[config.mk]
export PLATFORM = sky130hd
export DESIGN_NAME = edge_detect_multi
export DESIGN_NICKNAME = d
export VERILOG_FILES = /design/src/rtl/edge_detect_multi.sv
export SDC_FILE = /design/constraint.sdc
export NUM_CORES = 1
export LEC_CHECK = 0
export BUFFER_PORTS_ARGS = -buffer_cell sky130_fd_sc_hd__buf_2
export CAP_MARGIN = 40
export CELL_PAD_IN_SITES_DETAIL_PLACEMENT = 1
export CELL_PAD_IN_SITES_GLOBAL_PLACEMENT = 2
export CORE_MARGIN = 2
export CORE_UTILIZATION = 34
export CTS_BUF_LIST = sky130_fd_sc_hd__clkbuf_8 sky130_fd_sc_hd__clkbuf_16
export DETAILED_ROUTE_END_ITERATION = 12
export HOLD_SLACK_MARGIN = 0.12
export PLACE_DENSITY_LB_ADDON = 0.15
export SLEW_MARGIN = 30
export SYNTH_ARGS = -nofsm -noshare
export SYNTH_HDL_FRONTEND = slang
export SYNTH_SLANG_ARGS = --single-unit
[constraint.sdc]
create_clock -name clk -period 1.14 [get_ports clk]
set_input_delay 0.285 -clock clk [delete_from_list [all_inputs] [get_ports clk]]
set_output_delay 0.285 -clock clk [all_outputs]
set_load 0.02 [all_outputs]
[src/rtl/edge_detect_multi.sv]
// edge_detect_multi: per-channel synchroniser, glitch filter and rise/fall pulse detector
// feeding sticky pending flags that are ORed into a single interrupt.
module edge_detect_multi #(
  parameter int   NUM_CH      = 8,
  parameter int   SYNC_STAGES = 2,
  parameter int   FILT_CYCLES = 3,
  parameter logic RESET_LEVEL = 1'b1
) (
  input  logic                  clk,
  input  logic                  n_rst,
  input  logic [NUM_CH-1:0]     data_i,
  input  logic [2*NUM_CH-1:0]   mode_i,
  input  logic [NUM_CH-1:0]     clear_i,
  output logic [NUM_CH-1:0]     level_o,
  output logic [NUM_CH-1:0]     edge_pulse_o,
  output logic [NUM_CH-1:0]     edge_pending_o,
  output logic                  irq_o
);
  localparam int CW = $clog2(FILT_CYCLES + 1);
  logic [NUM_CH-1:0] level_q, level_d, pulse_q, pulse_d, pending_q, pending_d, upd;
  for (genvar c = 0; c < NUM_CH; c++) begin : g_ch
    logic [SYNC_STAGES-1:0] sync_q;
    logic [CW-1:0]          cnt_q, cnt_d;
    logic                   sy;
    assign sy         = sync_q[SYNC_STAGES-1];
    // level flips only after FILT_CYCLES consecutive samples disagreeing with it
    assign upd[c]     = (sy != level_q[c]) && (cnt_q == CW'(FILT_CYCLES - 1));
    assign cnt_d      = (sy == level_q[c] || upd[c]) ? '0 : cnt_q + 1'b1;
    assign pulse_d[c] = upd[c] && (sy ? mode_i[2*c] : mode_i[2*c+1]);
    always_ff @(posedge clk or negedge n_rst)
      if (!n_rst) begin
        sync_q <= {SYNC_STAGES{RESET_LEVEL}};
        cnt_q  <= '0;
      end else begin
        sync_q <= {sync_q[SYNC_STAGES-2:0], data_i[c]};
        cnt_q  <= cnt_d;
      end
  end
  assign level_d   = level_q ^ upd;
  assign pending_d = (pending_q & ~clear_i) | pulse_d;
  always_ff @(posedge clk or negedge n_rst)
    if (!n_rst) begin
      level_q   <= {NUM_CH{RESET_LEVEL}};
      pulse_q   <= '0;
      pending_q <= '0;
    end else begin
      level_q   <= level_d;
      pulse_q   <= pulse_d;
      pending_q <= pending_d;
    end
  assign level_o        = level_q;
  assign edge_pulse_o   = pulse_q;
  assign edge_pending_o = pending_q;
  assign irq_o          = |pending_q;
endmodule
==> results_dict.tcl <==
set metrics [dict create \
    status "finished, violations left" \
    violations "negative setup slack" \
    syn_to_final_growth_pct 47.2 \
    final_area_um2 3210 \
    placed_area_um2 2640 \
    finalHoldViolCount 0 \
    grt_use_total 0.146 \
    skew_ns 0.0114 \
    ys_types 17 \
    crit_required_ns 0.85 \
    ys_ff_latch 56 \
    power.leakage_nw 1.47 \
    layout.nets 290 \
    clk_pin_slew_worst_paths_ns 0.08 \
    dp.cells 297 \
    powerDensity_nw_per_um2 2300 \
    h-tree-depth 2 \
    io_pins 59 \
    overflow 0 \
    start_util 0.347 \
    hold_ws_ns 0.236 \
    total_power_mw 7.37 \
    syn_inst 154 \
    cap_violations 0 \
    cts_tree "yes" \
    wl_met1_mm 1.99 \
    clk_latency_ns 0.31 \
    cts_root_buf "clkbuf_8" \
    drc 0 \
    postLayoutCoreUtil 0.511 \
    rsz0062_at_grt "yes" \
    fp.dieW_um 84.1 \
    crit_buf_inv 1 \
    crit_arrival_ns 1.28 \
    routed_via_density 4.75 \
    cp_cell_sequence "nor4_4 > nand2_1 > buf_6" \
    grt_max_degree 57 \
    grt_pass1_vias 1746 \
    fin_ws_ns -0.430 \
    slew-limit-headroom 0.799 \
    instances_no_fill 326 \
    grt_pass1_wl_mm 8.19 \
    tightest_slew_ns 0.302 \
    setup_violations 17 \
    yosysSeqAreaShare 0.657 \
    slew_viol_final 0 \
    drt_iter0_drc 51 \
    die_h_um 84.1 \
    drive_gt1_frac 0.578 \
    critPathTopFamily "flip-flops" \
    worst_path_max_delay_cell "dfrtp_2" \
    met2WireLength_mm 2.57 \
    wl_per_cell_um 15.1 \
    syn_area_per_cell_um2 14.2 \
    cts.sinks 56 \
    syn-cell-area_um2 2180 \
    cp_max_fo 2 \
    post-dp-hpwl_mm 3.36 \
    critPathKind "flip-flop to primary output" \
    detailedPlace.worstSlack_ns -0.160 \
    antenna_found_initial 0 \
    core-area_um2 6280 \
    met3_length_um 261 \
    final-seq-area_um2 1440 \
    antennaDiodeCount 0 \
    setup_tns_ns -2.75 \
    mostFrequentLayoutCells "buf_2 (34), buf_6 (34), dfrtp_1 (28)" \
    fmax_ghz 0.637 \
    min_path_type "input port to flip-flop" \
    vias 1550 \
    cp-start-kind "flip-flop" \
    peakVddDrop_v 0.000976 \
    drt_wl_total_mm 4.92 \
    cts.path.max_buffers 2 \
    cp-end-kind "primary output" \
    period_minus_slack_ns 1.57 \
    port_buffers 58 \
    first_pass_iters 3 \
    gp_congestion 0.740 \
    ant_nets 0 \
    fin_crit_sh 1.38 \
    syn_nets 196 \
    max_stage_delay_ns 0.44 \
    numCtsBuffers 5 \
    yosysWarnings 0 \
    top_layer "met4" \
    nFillCells 640 \
    dieArea_um2 7070 \
    rows 29 \
    multiInputGateArea_um2 813 \
]
-- final cells by class --
cell class | count | area share
Sequential cell | 56 | 0.448
Inverter | 10 | 0.0117
Tap cell | 77 | 0.0300
Multi-Input combinational cell | 88 | 0.254
Clock inverter | 2 | 0.00351
Clock buffer | 6 | 0.0257
Timing Repair Buffer | 87 | 0.228
-- routing by layer --
metal  vias up  global-route usage
met5         -                   0
met4         0              0.0499
met3         9              0.0415
met2        43               0.252
met1       764               0.174
li1        734                   -
-- repair_timing --
| action | 4_1_cts | 5_1_grt |
|---|---|---|
| pin swaps | 2 | 4 |
| hold endpoints to repair | 40 | 0 |
| gates resized for setup | 47 | 33 |
| hold buffers | 9 | 0 |
| setup buffers | 10 | 6 |
| endpoints found under the setup margin | 20 | 41 |
-- cells by family after synthesis --
| logic type | Yosys count | synth area share |
|---|---|---|
| AOI/OAI and AO/OA | 23 | 0.0775 |
| xor gates and xnor gates | 3 | 0.0121 |
| adders and majority gates | 8 | 0.0459 |
| buffers and inverters | 10 | 0.0172 |
| DFF | 56 | 0.657 |
| muxes | 7 | 0.0362 |
| and+or+nand+nor | 47 | 0.154 |
-- power breakdown --
part / total, mW / switching [mW] / leakage, nW / internal, mW
clock: 1.10 / 0.618 / 0.0486 / 0.486
combinational: 3.27 / 1.48 / 0.746 / 1.79
sequential: 2.99 / 0.365 / 0.675 / 2.63
-- cells in the mapped netlist --
cell type | number | area share
nor3_1 | 6 | 0.014
o22ai_1 | 5 | 0.014
mux2_2 | 7 | 0.036
dfstp_2 | 24 | 0.29
nand2b_4 | 10 | 0.063
inv_1 | 10 | 0.017
a211oi_1 | 10 | 0.034
nand2_1 | 14 | 0.024
ha_1 | 8 | 0.046
nand2b_1 | 8 | 0.023
o221ai_1 | 6 | 0.024
o21ai_0 | 2 | 0.0046
dfrtp_1 | 32 | 0.37
nand4b_1 | 5 | 0.020
xnor2_1 | 3 | 0.012
nor4_1 | 2 | 0.0057
nand3_1 | 2 | 0.0046
-- path summary, 6_finish.rpt --
kind	start	to	slack [ns]	depth (start not counted)
hold reg to reg	g_ch[3].sync_q[0]$_DFF_PN1_	g_ch[3].sync_q[1]$_DFF_PN1_	0.36	0
setup reg to reg	flip-flop	edge_pending_o[3]$_DFF_PN0_	0.04	3
min in group asynchronous	n_rst	edge_pulse_o[7]$_DFF_PN0_	0.50	3
setup / recovery	edge_pending_o[1]$_DFF_PN0_	irq_o	-0.43	3
max in group asynchronous	n_rst	g_ch[7].sync_q[0]$_DFF_PN1_	0.32	3
hold / removal	clear_i[6]	edge_pending_o[6]$_DFF_PN0_	0.24	2
Power figures use the tool's default switching activity.
